$ cat src/rtl/e203_reset_req_gen.sv
// ---------------------------------------------------------------------------
// e203_reset_req_gen
//
// Always-on reset request generator. Collects the system reset requests
// (watchdog, software, debug ndmreset) and drives a stretched, glitch-free
// active-low request toward the reset controller. It then watches the
// synchronized core reset to confirm that the reset was taken and released,
// and enforces a hold-off window before it accepts a new request.
//
// This block lives in the AON domain. It is reset only by power-on reset and
// never by its own output.
//
// Optional feature: define E203_RST_REQ_CAUSE_EN to add sticky reset-cause
// bits (rst_cause = {dbg, sw, wdg}) and a clear input (rst_cause_clr).
//
// Ports:
//   clk            in   AON clock
//   rst_n          in   power-on reset, synchronous, active-low
//   wdg_rst_req    in   watchdog reset request (level)
//   sw_rst_req     in   software reset request (single-cycle pulse)
//   dbg_ndmreset   in   debug non-debug-module reset (level)
//   core_rst_n_obs in   core reset synchronized into clk, 0 = core in reset
//   rst_cause_clr  in   clears rst_cause (E203_RST_REQ_CAUSE_EN only)
//   rst_cause      out  sticky {dbg, sw, wdg} cause (E203_RST_REQ_CAUSE_EN only)
//   sys_rst_req_n  out  registered reset request, 0 = request reset
//   rst_busy       out  high whenever the sequencer is not idle
// ---------------------------------------------------------------------------
module e203_reset_req_gen #(
   parameter int unsigned PULSE_CYCLES   = 16,
   parameter int unsigned HOLDOFF_CYCLES = 8,
   parameter int unsigned ACK_TIMEOUT    = 64,
   parameter int unsigned CNT_W          = 8
) (
   input  logic       clk,
   input  logic       rst_n,
   input  logic       wdg_rst_req,
   input  logic       sw_rst_req,
   input  logic       dbg_ndmreset,
   input  logic       core_rst_n_obs,
`ifdef E203_RST_REQ_CAUSE_EN
   input  logic       rst_cause_clr,
   output logic [2:0] rst_cause,
`endif
   output logic       sys_rst_req_n,
   output logic       rst_busy
);

   typedef enum logic [1:0] {
      ST_IDLE     = 2'd0,
      ST_ASSERT   = 2'd1,
      ST_WAIT_REL = 2'd2,
      ST_HOLDOFF  = 2'd3
   } state_e;

   localparam logic [CNT_W-1:0] CNT_ZERO   = CNT_W'(32'd0);
   localparam logic [CNT_W-1:0] CNT_ONE    = CNT_W'(32'd1);
   localparam logic [CNT_W-1:0] PULSE_INIT = CNT_W'(PULSE_CYCLES - 32'd1);
   localparam logic [CNT_W-1:0] HOLD_INIT  = CNT_W'(HOLDOFF_CYCLES - 32'd1);
   localparam logic [CNT_W-1:0] TO_LAST    = CNT_W'(ACK_TIMEOUT - 32'd1);

   state_e           state_q, state_d;
   logic [CNT_W-1:0] pulse_cnt_q, pulse_cnt_d;
   logic [CNT_W-1:0] to_cnt_q, to_cnt_d;
   logic             sys_rst_req_n_q, sys_rst_req_n_d;
   logic             rst_busy_q, rst_busy_d;

   logic             req_any;
   logic             req_lvl;
   logic             pulse_done;
   logic             to_expired;

   // Only the level requests can outlive a busy period; sw pulses are lost.
   assign req_any    = wdg_rst_req | sw_rst_req | dbg_ndmreset;
   assign req_lvl    = wdg_rst_req | dbg_ndmreset;
   assign pulse_done = (pulse_cnt_q == CNT_ZERO);
   assign to_expired = (to_cnt_q == TO_LAST);

   // Next-state, counter and registered-output computation.
   always_comb begin
      state_d     = state_q;
      pulse_cnt_d = pulse_cnt_q;
      to_cnt_d    = to_cnt_q;

      case (state_q)
         ST_IDLE: begin
            if (req_any) begin
               state_d     = ST_ASSERT;
               pulse_cnt_d = PULSE_INIT;
               to_cnt_d    = CNT_ZERO;
            end else begin
               state_d     = ST_IDLE;
            end
         end
         ST_ASSERT: begin
            // Release needs the minimum pulse, no level request, and either
            // the core seen in reset or the acknowledge timeout.
            if (pulse_done && !req_lvl && (!core_rst_n_obs || to_expired)) begin
               state_d  = ST_WAIT_REL;
               to_cnt_d = CNT_ZERO;
            end else begin
               if (!pulse_done) begin
                  pulse_cnt_d = pulse_cnt_q - CNT_ONE;
               end else begin
                  pulse_cnt_d = CNT_ZERO;
               end
               // The timeout only runs once nothing else is holding the pulse.
               if (pulse_done && !req_lvl && !to_expired) begin
                  to_cnt_d = to_cnt_q + CNT_ONE;
               end else begin
                  to_cnt_d = to_cnt_q;
               end
            end
         end
         ST_WAIT_REL: begin
            if (core_rst_n_obs || to_expired) begin
               state_d     = ST_HOLDOFF;
               pulse_cnt_d = HOLD_INIT;
            end else begin
               to_cnt_d    = to_cnt_q + CNT_ONE;
            end
         end
         ST_HOLDOFF: begin
            if (pulse_done) begin
               state_d  = ST_IDLE;
               to_cnt_d = CNT_ZERO;
            end else begin
               pulse_cnt_d = pulse_cnt_q - CNT_ONE;
            end
         end
         default: begin
            state_d     = ST_IDLE;
            pulse_cnt_d = CNT_ZERO;
            to_cnt_d    = CNT_ZERO;
         end
      endcase

      // Outputs are decoded from the next state so they register with it.
      sys_rst_req_n_d = (state_d != ST_ASSERT);
      rst_busy_d      = (state_d != ST_IDLE);
   end

   // State, counters and output flops with synchronous power-on reset.
   always_ff @(posedge clk) begin
      if (!rst_n) begin
         state_q         <= ST_IDLE;
         pulse_cnt_q     <= CNT_ZERO;
         to_cnt_q        <= CNT_ZERO;
         sys_rst_req_n_q <= 1'b1;
         rst_busy_q      <= 1'b0;
      end else begin
         state_q         <= state_d;
         pulse_cnt_q     <= pulse_cnt_d;
         to_cnt_q        <= to_cnt_d;
         sys_rst_req_n_q <= sys_rst_req_n_d;
         rst_busy_q      <= rst_busy_d;
      end
   end

   assign sys_rst_req_n = sys_rst_req_n_q;
   assign rst_busy      = rst_busy_q;

`ifdef E203_RST_REQ_CAUSE_EN
   logic [2:0] rst_cause_q, rst_cause_d;
   logic [2:0] cause_set;

   // Cause capture: set bits are applied after the clear so a set wins.
   always_comb begin
      if ((state_q == ST_IDLE) && req_any) begin
         cause_set = {dbg_ndmreset, sw_rst_req, wdg_rst_req};
      end else begin
         cause_set = 3'b000;
      end
      if (rst_cause_clr) begin
         rst_cause_d = cause_set;
      end else begin
         rst_cause_d = rst_cause_q | cause_set;
      end
   end

   // Sticky cause register.
   always_ff @(posedge clk) begin
      if (!rst_n) begin
         rst_cause_q <= 3'b000;
      end else begin
         rst_cause_q <= rst_cause_d;
      end
   end

   assign rst_cause = rst_cause_q;
`endif

endmodule
$ cat config.mk
export PLATFORM = sky130hd
export DESIGN_NAME = e203_reset_req_gen
export DESIGN_NICKNAME = d
export VERILOG_FILES = /design/src/rtl/e203_reset_req_gen.sv
export SDC_FILE = /design/constraint.sdc
export NUM_CORES = 1
export LEC_CHECK = 0
export CORE_MARGIN = 5
export CORE_UTILIZATION = 45
export DETAILED_ROUTE_END_ITERATION = 10
export PLACE_DENSITY_LB_ADDON = 0.05
export RECOVER_POWER = 50
export SLEW_MARGIN = 20
export SYNTH_ARGS = -nofsm -noshare
export SYNTH_HDL_FRONTEND = slang
export SYNTH_SLANG_ARGS = --single-unit
$ cat constraint.sdc
create_clock -name clk -period 2.7 [get_ports clk]
set_input_delay 0.27 -clock clk [delete_from_list [all_inputs] [get_ports clk]]
set_output_delay 0.27 -clock clk [all_outputs]
set_load 0.005 [all_outputs]
# Word-level counts from Yosys, hierarchy flattened
# Index checks and enable logic that the tools add are counted.
# word_totals
regBits	20
output_inout_bits	2
in_bits	6
word_cells	52
# classes
eq_ne	12
bitwise_logic	3
n_mux	17
add_sub_neg	2
reduce_logical	13
# op_table
operator	count
8-bit two-way mux	10
8-bit case mux with 4 select lines	2
2-bit != test (second input constant)	6
8-bit by 1-bit adder with 8-bit output (second input constant)	1
8-bit by 6-bit == test with 1-bit output (second input constant)	1
8-bit logical NOT	1
2-bit case mux with 4 select lines	1
4-bit AND reduction	2
8-bit by 1-bit subtractor with 8-bit output (second input constant)	1
2-bit two-way mux	3
2-bit == test (second input constant)	2
1-bit logical AND	3
1-bit logical NOT	3
3-bit != test (second input constant)	1
1-bit OR	3
2-bit by 1-bit == test with 1-bit output (second input constant)	1
2-bit logical NOT	1
1-bit logical OR	2
2-bit by 1-bit != test with 1-bit output (second input constant)	1
2-bit nonzero test	1
1-bit two-way mux	1

# Depth between registers and ports, before layout
# Gate-level depths: netlist of the first run.
# logic_depth
depth_word	7
depth_mapped	8

# Worst setup path after synthesis of the first run
# No wires, ideal clock.
# synth_timing
path_kind	register -> register
start	register pulse_cnt_q[0]
end	register pulse_cnt_q[4]
n_path_buf	0
path_slack_ns	0.652
t_required_ns	2.583
stages_incl_launch_ff	8
arrival_time_ns	1.931
setup_time_ns	0.117
path_cell_list	dfxtp_1 > inv_1 > ha_1 > nand2b_1 > nor3_4 > a221oi_1 > o311ai_0 > a32o_1
# synth_between
elab_chain_len	5
# synth_rtl
item	line_no	source
start: declaration	62	logic [CNT_W-1:0] pulse_cnt_q, pulse_cnt_d;
start signal: assignment	152	pulse_cnt_q <= pulse_cnt_d;
parallel branches: the longest is 5 deep, another holds 8-bit by 1-bit subtractor with 8-bit output	-	
# Parallel ways; which one is timed is not known. The select of a mux whose other input is x is not followed.
# A chain may end at the register's enable or synchronous reset.

# Final worst setup path of the first run
# layout_timing
start	register pulse_cnt_q[3]
end	register to_cnt_q[3]
# layout_between
elab_chain_len	5
# layout_rtl
item	line_no	source
8-bit logical NOT (*)	75	assign pulse_done = (pulse_cnt_q == CNT_ZERO);
1-bit logical AND	97, 107	
1-bit logical AND (on tied branches)	97, 107	
3-bit != test (no line) or 8-bit two-way mux (tied branches)	-	
4-bit AND reduction (no line) or 8-bit case mux with 4 select lines (tied branches)	-	
end signal: assignment	153	to_cnt_q <= to_cnt_d;
end: declaration	63	logic [CNT_W-1:0] to_cnt_q, to_cnt_d;
# Every way passes the cells marked *; elsewhere a longest branch is shown, timed or not.

==> run_summary.xml, run 1 <==
<?xml version="1.0" encoding="UTF-8"?>
<metrics>
  <group name="floorplanning">
    <metric name="io-pin-count" unit="">8</metric>
    <metric name="chipWidth" unit="um">64.5</metric>
    <metric name="area_of_the_placeable_core" unit="mm^2">0.00281</metric>
    <metric name="rows" unit="">19</metric>
    <metric name="dieArea" unit="mm^2">0.00416</metric>
    <metric name="die_height" unit="um">64.5</metric>
    <metric name="initial_core_util" unit="">0.477</metric>
  </group>
  <group name="pwr">
    <metric name="leakagePower" unit="uW">0.000549</metric>
    <metric name="power.density" unit="mW/mm^2">479</metric>
    <metric name="irDropWorstVdd" unit="mV">0.306</metric>
  </group>
  <group name="global_route">
    <metric name="grt_pass1_vias" unit="">1138</metric>
    <metric name="grt_first_pass_wirelength" unit="um">5160</metric>
    <metric name="grt_antenna_before_repair" unit="">0</metric>
    <metric name="grt_remaining_overflow" unit="">0</metric>
    <metric name="gr-usage-all-layers" unit="">0.152</metric>
    <metric name="gr-usage-met1" unit="">0.213</metric>
    <metric name="grt-busiest-layer" unit="">met2</metric>
    <metric name="grtUsageMet3" unit="">0.0294</metric>
    <metric name="use_met2" unit="">0.226</metric>
    <metric name="grt_start_max_net_pins" unit="">15</metric>
  </group>
  <group name="worst_setup_path">
    <metric name="cp-startpoint" unit="">pulse_cnt_q[3]</metric>
    <metric name="arrival" unit="ps">2570</metric>
    <metric name="worst_r2r_startpoint" unit="">pulse_cnt_q[3]</metric>
    <metric name="critPathTopFamily" unit="">compound AO/OA/AOI/OAI gates</metric>
    <metric name="rr_worst_depth" unit="">5</metric>
    <metric name="path_cells" unit="">nor4_1 -&gt; a21oi_1 -&gt; o41ai_2 -&gt; o21ai_0 -&gt; a22o_1</metric>
    <metric name="critical_path_buf_inv_count" unit="">0</metric>
    <metric name="critical_path.endpoint" unit="">to_cnt_q[3]</metric>
    <metric name="critical_path.slowest_cell" unit="">sky130_fd_sc_hd__o41ai_2</metric>
    <metric name="worstSetupPathDepth" unit="">5</metric>
    <metric name="end_kind" unit="">register</metric>
    <metric name="rrSetupSlack" unit="ps">330</metric>
    <metric name="timing.critical_path.required" unit="ps">2900</metric>
    <metric name="cpPeakStageDelay" unit="ps">660</metric>
    <metric name="timing_worst_setup_path_type" unit="">register to register</metric>
    <metric name="crit_path_start_kind" unit="">register</metric>
    <metric name="worst_r2r_endpoint" unit="">to_cnt_q[3]</metric>
    <metric name="critical_path_peak_fanout" unit="">8</metric>
  </group>
  <group name="detailed_routing">
    <metric name="detailed_routing_iteration_count_for_the_pre_antenna_repair_pass" unit="">4</metric>
    <metric name="finalWirelength" unit="um">3040</metric>
    <metric name="vias_per_cell" unit="">6.54</metric>
    <metric name="drcViolationCount" unit="">0</metric>
    <metric name="route.antenna.remaining_nets" unit="">0</metric>
    <metric name="drt-wirelength-per-cell" unit="um">15.9</metric>
    <metric name="first_iter_violations" unit="">99</metric>
    <metric name="vias" unit="">1249</metric>
  </group>
  <group name="place">
    <metric name="portBuffers" unit="">7</metric>
    <metric name="dpl_worst_slack" unit="ps">303</metric>
    <metric name="gp_congestion" unit="">0.853</metric>
    <metric name="detailedPlacementHpwl" unit="um">2330</metric>
    <metric name="place_inst" unit="">188</metric>
  </group>
  <group name="yosys">
    <metric name="post_synth_main_area_contributors" unit="">sky130_fd_sc_hd__dfxtp_1, sky130_fd_sc_hd__ha_1, sky130_fd_sc_hd__a22o_1, sky130_fd_sc_hd__a32o_1, sky130_fd_sc_hd__nor2_1</metric>
    <metric name="synth_area_per_cell" unit="um^2">9.04</metric>
    <metric name="synth-main-ff-cell" unit="">sky130_fd_sc_hd__dfxtp_1</metric>
    <metric name="synth_top_area_frac" unit="">0.299</metric>
    <metric name="yosysSeqAreaShare" unit="">0.299</metric>
    <metric name="async_reset_ff_frac" unit="">0</metric>
    <metric name="postSynthRegisterBits" unit="">20</metric>
    <metric name="netlist_area_before_placement" unit="mm^2">0.00134</metric>
    <metric name="yosys.cell_types.count" unit="">52</metric>
    <metric name="count_of_flip_flops_with_a_built_in_enable_after_synthesis" unit="">0</metric>
    <metric name="yosysWarningCount" unit="">0</metric>
    <metric name="synth_nets" unit="">161</metric>
    <metric name="syn_inst" unit="">148</metric>
    <metric name="yosysTopAreaCell" unit="">sky130_fd_sc_hd__dfxtp_1</metric>
  </group>
  <group name="clock_tree">
    <metric name="cts_setup_buffers" unit="">0</metric>
    <metric name="ctsHtreeMaxLevel" unit="">1</metric>
    <metric name="path_clk_slew" unit="ps">110</metric>
    <metric name="cts_max_path_buffers" unit="">2</metric>
    <metric name="numCtsBuffers" unit="">3</metric>
    <metric name="cts-hold-fix-buffers" unit="">0</metric>
    <metric name="numClockSinks" unit="">20</metric>
    <metric name="clk-insertion-delay-late" unit="ps">300</metric>
    <metric name="tritoncts" unit="">done</metric>
    <metric name="post_cts.resized_instances" unit="">0</metric>
    <metric name="cts.root.buffer_cell" unit="">sky130_fd_sc_hd__clkbuf_4</metric>
  </group>
  <group name="timing">
    <metric name="final.setup_skew" unit="ps">1.85</metric>
    <metric name="timing.final.setup_violations" unit="">0</metric>
    <metric name="grt_setup_unrepaired" unit="">false</metric>
    <metric name="hold_viol" unit="">0</metric>
    <metric name="timing.fmax" unit="MHz">422</metric>
    <metric name="post-route-period-util" unit="">0.878</metric>
    <metric name="worst_slew_margin_rel" unit="">0.511</metric>
    <metric name="post-route-worst-setup-slack" unit="ps">331</metric>
    <metric name="maxSlewViolCount" unit="">0</metric>
    <metric name="timing.final.crit_period" unit="ps">2370</metric>
    <metric name="setup-tns-final" unit="ps">0</metric>
    <metric name="tightest_slew" unit="ps">731</metric>
  </group>
  <group name="finish">
    <metric name="fin_cells" unit="">191</metric>
    <metric name="syn2layout_area_growth" unit="%">9.64</metric>
    <metric name="nFillCells" unit="">271</metric>
    <metric name="multi_input_area" unit="um^2">860</metric>
    <metric name="layout.area.seq" unit="um^2">400</metric>
    <metric name="antenna-diode-count" unit="">0</metric>
    <metric name="post_route_cells_drive_above_1_share" unit="">0.131</metric>
    <metric name="final_net_count" unit="">175</metric>
  </group>
  <group name="min_path">
    <metric name="holdCritPathClass" unit="">register to register</metric>
  </group>
  <group name="status">
    <metric name="status" unit="">completed</metric>
  </group>
  <group name="job">
    <metric name="max_cap_violations" unit="">0</metric>
  </group>
</metrics>
## flip-flops by register name, indices dropped and copies added (netlist names)
register,count
pulse_cnt_q,8
rst_busy,1
state_q,2
sys_rst_req_n,1
to_cnt_q,8
## worst min-delay path by stage
stage	depth (start not counted)	slack [ps]	from	endpoint
2_1_floorplan	2	460	rst_n	state_q[1]
3_3_place_gp	2	500	pulse_cnt_q[6]	pulse_cnt_q[6]
3_5_place_dp	2	510	pulse_cnt_q[6]	pulse_cnt_q[6]
4_1_cts	2	520	pulse_cnt_q[6]	pulse_cnt_q[6]
5_1_grt	2	550	pulse_cnt_q[6]	pulse_cnt_q[6]
6_report	2	530	pulse_cnt_q[6]	pulse_cnt_q[6]
## where the power goes
part           internal [uW]  total, uW  switching, uW
combinational           99.4        225            125
clock                   52.1        143           90.5
sequential               315        335           20.0
## synthesized netlist by cell type, types with 3 or more instances
| cell type | number |
|---|---|
| sky130_fd_sc_hd__o311ai_0 | 3 |
| sky130_fd_sc_hd__nor4_1 | 6 |
| sky130_fd_sc_hd__nand2_1 | 6 |
| sky130_fd_sc_hd__and3_1 | 4 |
| sky130_fd_sc_hd__inv_1 | 9 |
| sky130_fd_sc_hd__dfxtp_1 | 20 |
| sky130_fd_sc_hd__a22o_1 | 7 |
| sky130_fd_sc_hd__nor3_1 | 9 |
| sky130_fd_sc_hd__nor2_1 | 13 |
| sky130_fd_sc_hd__nand3_1 | 4 |
| sky130_fd_sc_hd__o211ai_1 | 4 |
| sky130_fd_sc_hd__o21ai_0 | 7 |
| sky130_fd_sc_hd__a32o_1 | 5 |
| sky130_fd_sc_hd__ha_1 | 7 |
## routing by layer
metal / vias up / part of all wire
met5: - / 0
li1: 618 / -
met2: 34 / 0.44
met4: 0 / 0.0082
met3: 4 / 0.040
met1: 593 / 0.51
## through the flow
step	hold slack (ps)	util	power (uW)	cell area, um^2
2_1_floorplan	464	-	504	1340
3_3_place_gp	504	0.521	566	1460
3_5_place_dp	508	0.521	568	1460
4_1_cts	524	0.529	711	1480
5_1_grt	546	0.523	747	1470
6_report	528	0.523	702	1470
## final cells by class
| type | instances | share of cell area |
|---|---|---|
| repair buffers | 13 | 0.0759 |
| flip-flops and latches | 20 | 0.273 |
| clock buffers | 3 | 0.0154 |
| well taps | 31 | 0.0265 |
| multi-input cells | 115 | 0.586 |
| inverters | 9 | 0.0230 |
## worst reg2reg max path: stages, from the launching register on
cell,delay (ps)
sky130_fd_sc_hd__dfxtp_1,390
sky130_fd_sc_hd__nor4_1,470
sky130_fd_sc_hd__a21oi_1,270
sky130_fd_sc_hd__o41ai_2,660
sky130_fd_sc_hd__o21ai_0,210
sky130_fd_sc_hd__a22o_1,270
## placed cells by master (no fill, tap or decap), types with 2 or more instances in the layout
cell type	n
sky130_fd_sc_hd__dlygate4sd3_1	2
sky130_fd_sc_hd__nand4_1	2
sky130_fd_sc_hd__nor2_1	13
sky130_fd_sc_hd__nor4_1	6
sky130_fd_sc_hd__and2_1	2
sky130_fd_sc_hd__a32o_1	5
sky130_fd_sc_hd__o21ai_0	7
sky130_fd_sc_hd__buf_4	5
sky130_fd_sc_hd__o41ai_2	2
sky130_fd_sc_hd__nor2b_1	2
sky130_fd_sc_hd__inv_1	9
sky130_fd_sc_hd__nand3_1	4
sky130_fd_sc_hd__and3_1	4
sky130_fd_sc_hd__clkdlybuf4s50_1	5
sky130_fd_sc_hd__a22o_1	7
sky130_fd_sc_hd__a221oi_1	2
sky130_fd_sc_hd__clkbuf_4	3
sky130_fd_sc_hd__dfxtp_1	20
sky130_fd_sc_hd__nor3_1	9
sky130_fd_sc_hd__a21oi_1	2
sky130_fd_sc_hd__nand2_1	6
sky130_fd_sc_hd__ha_1	7
sky130_fd_sc_hd__o311ai_0	3
sky130_fd_sc_hd__o211ai_1	4
## logic make-up after synthesis
| group | count (synthesis) | share of synthesized area |
|---|---|---|
| compound gates | 47 | 0.319 |
| simple gates | 60 | 0.259 |
| buf+inv | 13 | 0.0486 |
| fa+ha+maj | 7 | 0.0655 |
| mux | 1 | 0.00842 |
| flops | 20 | 0.299 |
(Power assumes the default switching activity.)
==> inputs of run 2 (changes only) <==
--- a/config.mk
+++ b/config.mk
@@ -14,3 +14,4 @@
 export SYNTH_ARGS = -nofsm -noshare
 export SYNTH_HDL_FRONTEND = slang
 export SYNTH_SLANG_ARGS = --single-unit
+export TNS_END_PERCENT = 100
==> results of run 2 <==
No change in the layout: final DEF, timing and power equal those of run 1.
==> inputs of run 3 (changes only) <==
--- a/config.mk
+++ b/config.mk
@@ -5,6 +5,8 @@
 export SDC_FILE = /design/constraint.sdc
 export NUM_CORES = 1
 export LEC_CHECK = 0
+export CELL_PAD_IN_SITES_DETAIL_PLACEMENT = 1
+export CELL_PAD_IN_SITES_GLOBAL_PLACEMENT = 1
 export CORE_MARGIN = 5
 export CORE_UTILIZATION = 45
 export DETAILED_ROUTE_END_ITERATION = 10
==> run_summary.xml, run 3 (synthesis gave the netlist of run 1 again) <==
<?xml version="1.0" encoding="UTF-8"?>
<metrics>
  <group name="worst_setup_path">
    <metric name="critical_path.slowest_cell" unit="">sky130_fd_sc_hd__o41ai_2</metric>
    <metric name="path_cells" unit="">ha_1 -&gt; nand3_1 -&gt; o41ai_2 -&gt; and4_1 -&gt; nor4_1 -&gt; clkbuf_1 -&gt; a32o_1</metric>
    <metric name="critical_path_buf_inv_count" unit="">1</metric>
    <metric name="end_kind" unit="">register</metric>
    <metric name="critical_path_peak_fanout" unit="">5</metric>
    <metric name="timing.critical_path.required" unit="ps">2910</metric>
    <metric name="cpPeakStageDelay" unit="ps">640</metric>
    <metric name="worstSetupPathDepth" unit="">7</metric>
    <metric name="critPathTopFamily" unit="">compound AO/OA/AOI/OAI gates</metric>
    <metric name="rr_worst_depth" unit="">7</metric>
    <metric name="arrival" unit="ps">2690</metric>
    <metric name="crit_path_start_kind" unit="">register</metric>
    <metric name="timing_worst_setup_path_type" unit="">register to register</metric>
  </group>
  <group name="pwr">
    <metric name="seqPwrFrac" unit="">0.446</metric>
    <metric name="pwr-share-clk" unit="">0.245</metric>
    <metric name="irDropWorstVdd" unit="mV">0.250</metric>
    <metric name="switching_share" unit="">0.339</metric>
    <metric name="portion_of_total_power_attributed_to_combinational_logic" unit="">0.309</metric>
    <metric name="power.internal" unit="uW">497</metric>
    <metric name="switchingPower" unit="uW">255</metric>
    <metric name="power.density" unit="mW/mm^2">508</metric>
    <metric name="leakagePower" unit="uW">0.000557</metric>
  </group>
  <group name="global_route">
    <metric name="grt_start_max_net_pins" unit="">15</metric>
    <metric name="grt_first_pass_wirelength" unit="um">6000</metric>
    <metric name="grt_antenna_before_repair" unit="">0</metric>
    <metric name="gr-usage-all-layers" unit="">0.180</metric>
    <metric name="grt_pass1_vias" unit="">1210</metric>
    <metric name="grt_remaining_overflow" unit="">0</metric>
  </group>
  <group name="clock_tree">
    <metric name="cts.root.buffer_cell" unit="">sky130_fd_sc_hd__clkbuf_4</metric>
    <metric name="ctsHtreeMaxLevel" unit="">1</metric>
    <metric name="numClockSinks" unit="">20</metric>
    <metric name="cts_max_path_buffers" unit="">2</metric>
    <metric name="cts-hold-fix-buffers" unit="">0</metric>
    <metric name="post_cts.resized_instances" unit="">0</metric>
    <metric name="tritoncts" unit="">done</metric>
    <metric name="numCtsBuffers" unit="">3</metric>
    <metric name="cts_setup_buffers" unit="">0</metric>
    <metric name="path_clk_slew" unit="ps">120</metric>
    <metric name="clk-insertion-delay-late" unit="ps">310</metric>
  </group>
  <group name="floorplanning">
    <metric name="dieArea" unit="mm^2">0.00416</metric>
    <metric name="die_height" unit="um">64.5</metric>
    <metric name="initial_core_util" unit="">0.477</metric>
    <metric name="chipWidth" unit="um">64.5</metric>
    <metric name="area_of_the_placeable_core" unit="mm^2">0.00281</metric>
    <metric name="rows" unit="">19</metric>
    <metric name="io-pin-count" unit="">8</metric>
  </group>
  <group name="finish">
    <metric name="final_net_count" unit="">175</metric>
    <metric name="biggestRegsByFlops" unit="">pulse_cnt_q x8, to_cnt_q x8, state_q x2</metric>
    <metric name="nFillCells" unit="">344</metric>
    <metric name="most-common-layout-cells" unit="">sky130_fd_sc_hd__dfxtp_1, sky130_fd_sc_hd__nor2_1, sky130_fd_sc_hd__inv_1, sky130_fd_sc_hd__nor3_1</metric>
    <metric name="multi_input_area" unit="um^2">860</metric>
    <metric name="syn2layout_area_growth" unit="%">10.7</metric>
    <metric name="fin_cells" unit="">192</metric>
    <metric name="layout_commonest_cell" unit="">sky130_fd_sc_hd__dfxtp_1</metric>
    <metric name="post_route_cells_drive_above_1_share" unit="">0.137</metric>
    <metric name="antenna-diode-count" unit="">0</metric>
    <metric name="layout.area.seq" unit="um^2">400</metric>
  </group>
  <group name="place">
    <metric name="portBuffers" unit="">7</metric>
    <metric name="detailedPlacementHpwl" unit="um">2680</metric>
    <metric name="place_inst" unit="">188</metric>
    <metric name="gp_congestion" unit="">0.881</metric>
  </group>
  <group name="timing">
    <metric name="worst_slew_margin_rel" unit="">0.488</metric>
    <metric name="maxSlewViolCount" unit="">0</metric>
    <metric name="setup-tns-final" unit="ps">0</metric>
    <metric name="timing.fmax" unit="MHz">405</metric>
    <metric name="tightest_slew" unit="ps">766</metric>
    <metric name="timing.final.setup_violations" unit="">0</metric>
    <metric name="hold_viol" unit="">0</metric>
    <metric name="grt_setup_unrepaired" unit="">false</metric>
    <metric name="timing.final.crit_period" unit="ps">2470</metric>
    <metric name="final.setup_skew" unit="ps">4.68</metric>
    <metric name="post-route-period-util" unit="">0.915</metric>
  </group>
  <group name="detailed_routing">
    <metric name="vias_per_cell" unit="">6.70</metric>
    <metric name="first_iter_violations" unit="">112</metric>
    <metric name="detailed_routing_iteration_count_for_the_pre_antenna_repair_pass" unit="">4</metric>
    <metric name="vias" unit="">1286</metric>
    <metric name="drcViolationCount" unit="">0</metric>
    <metric name="drt-wirelength-per-cell" unit="um">18.5</metric>
    <metric name="route.antenna.remaining_nets" unit="">0</metric>
    <metric name="finalWirelength" unit="um">3540</metric>
  </group>
  <group name="status">
    <metric name="status" unit="">completed</metric>
  </group>
  <group name="min_path">
    <metric name="min_delay_path_depth" unit="">2</metric>
    <metric name="holdCritPathClass" unit="">register to register</metric>
  </group>
  <group name="job">
    <metric name="max_cap_violations" unit="">0</metric>
  </group>
</metrics>
==> run 3: changes by cell type in the layout (fill, tap and decap cells not counted) <==
cell	before	now
sky130_fd_sc_hd__clkbuf_8	0	1
==> run 3: area by class of cell <==
cell class,count,area share
Tap cell,31,0.0262
Sequential cell,20,0.270
Inverter,9,0.0228
Multi-Input combinational cell,115,0.581
Timing Repair Buffer,13,0.0752
Clock buffer,4,0.0245
==> run 3: metrics by stage <==
step           worst slack, ps  area [um^2]  hold slack [ps]  total power, uW  utilization
2_1_floorplan              652         1340              464              504            -
3_3_place_gp               322         1460              505              565        0.521
3_5_place_dp               284         1460              512              574        0.521
4_1_cts                    339         1500              529              756        0.533
5_1_grt                   53.2         1480              576              800        0.528
6_report                   229         1480              521              751        0.528
==> run 3: path summary, 6_finish.rpt <==
path | slack [ps] | end | startpoint
max | 230 | pulse_cnt_q[5] | to_cnt_q[0]
min | 520 | pulse_cnt_q[6] | pulse_cnt_q[6]
max reg2reg | 230 | pulse_cnt_q[5] | to_cnt_q[0]
min reg2reg | 520 | pulse_cnt_q[6] | pulse_cnt_q[6]
==> run 3: power by group through the flow <==
stage | combinational, uW | sequential, uW | clock [uW]
after floorplan | 170 | 334 | 0
after global placement | 226 | 339 | 0
after detailed placement | 232 | 342 | 0
after CTS | 234 | 335 | 186
after global routing | 257 | 339 | 204
final | 232 | 335 | 184
==> run 3: tightest hold or removal path, stage by stage (launching register included) <==
cell                        delay [ps]
sky130_fd_sc_hd__dfxtp_1           360
sky130_fd_sc_hd__nand2_1            70
sky130_fd_sc_hd__o2bb2ai_1          60
==> run 3: per-layer routing <==
metal	up-vias	part of all wire	track usage
met5	-	0	0
met4	0	0.0096	0.0396
met3	4	0.039	0.0276
met2	29	0.47	0.298
met1	636	0.48	0.248
li1	617	-	-
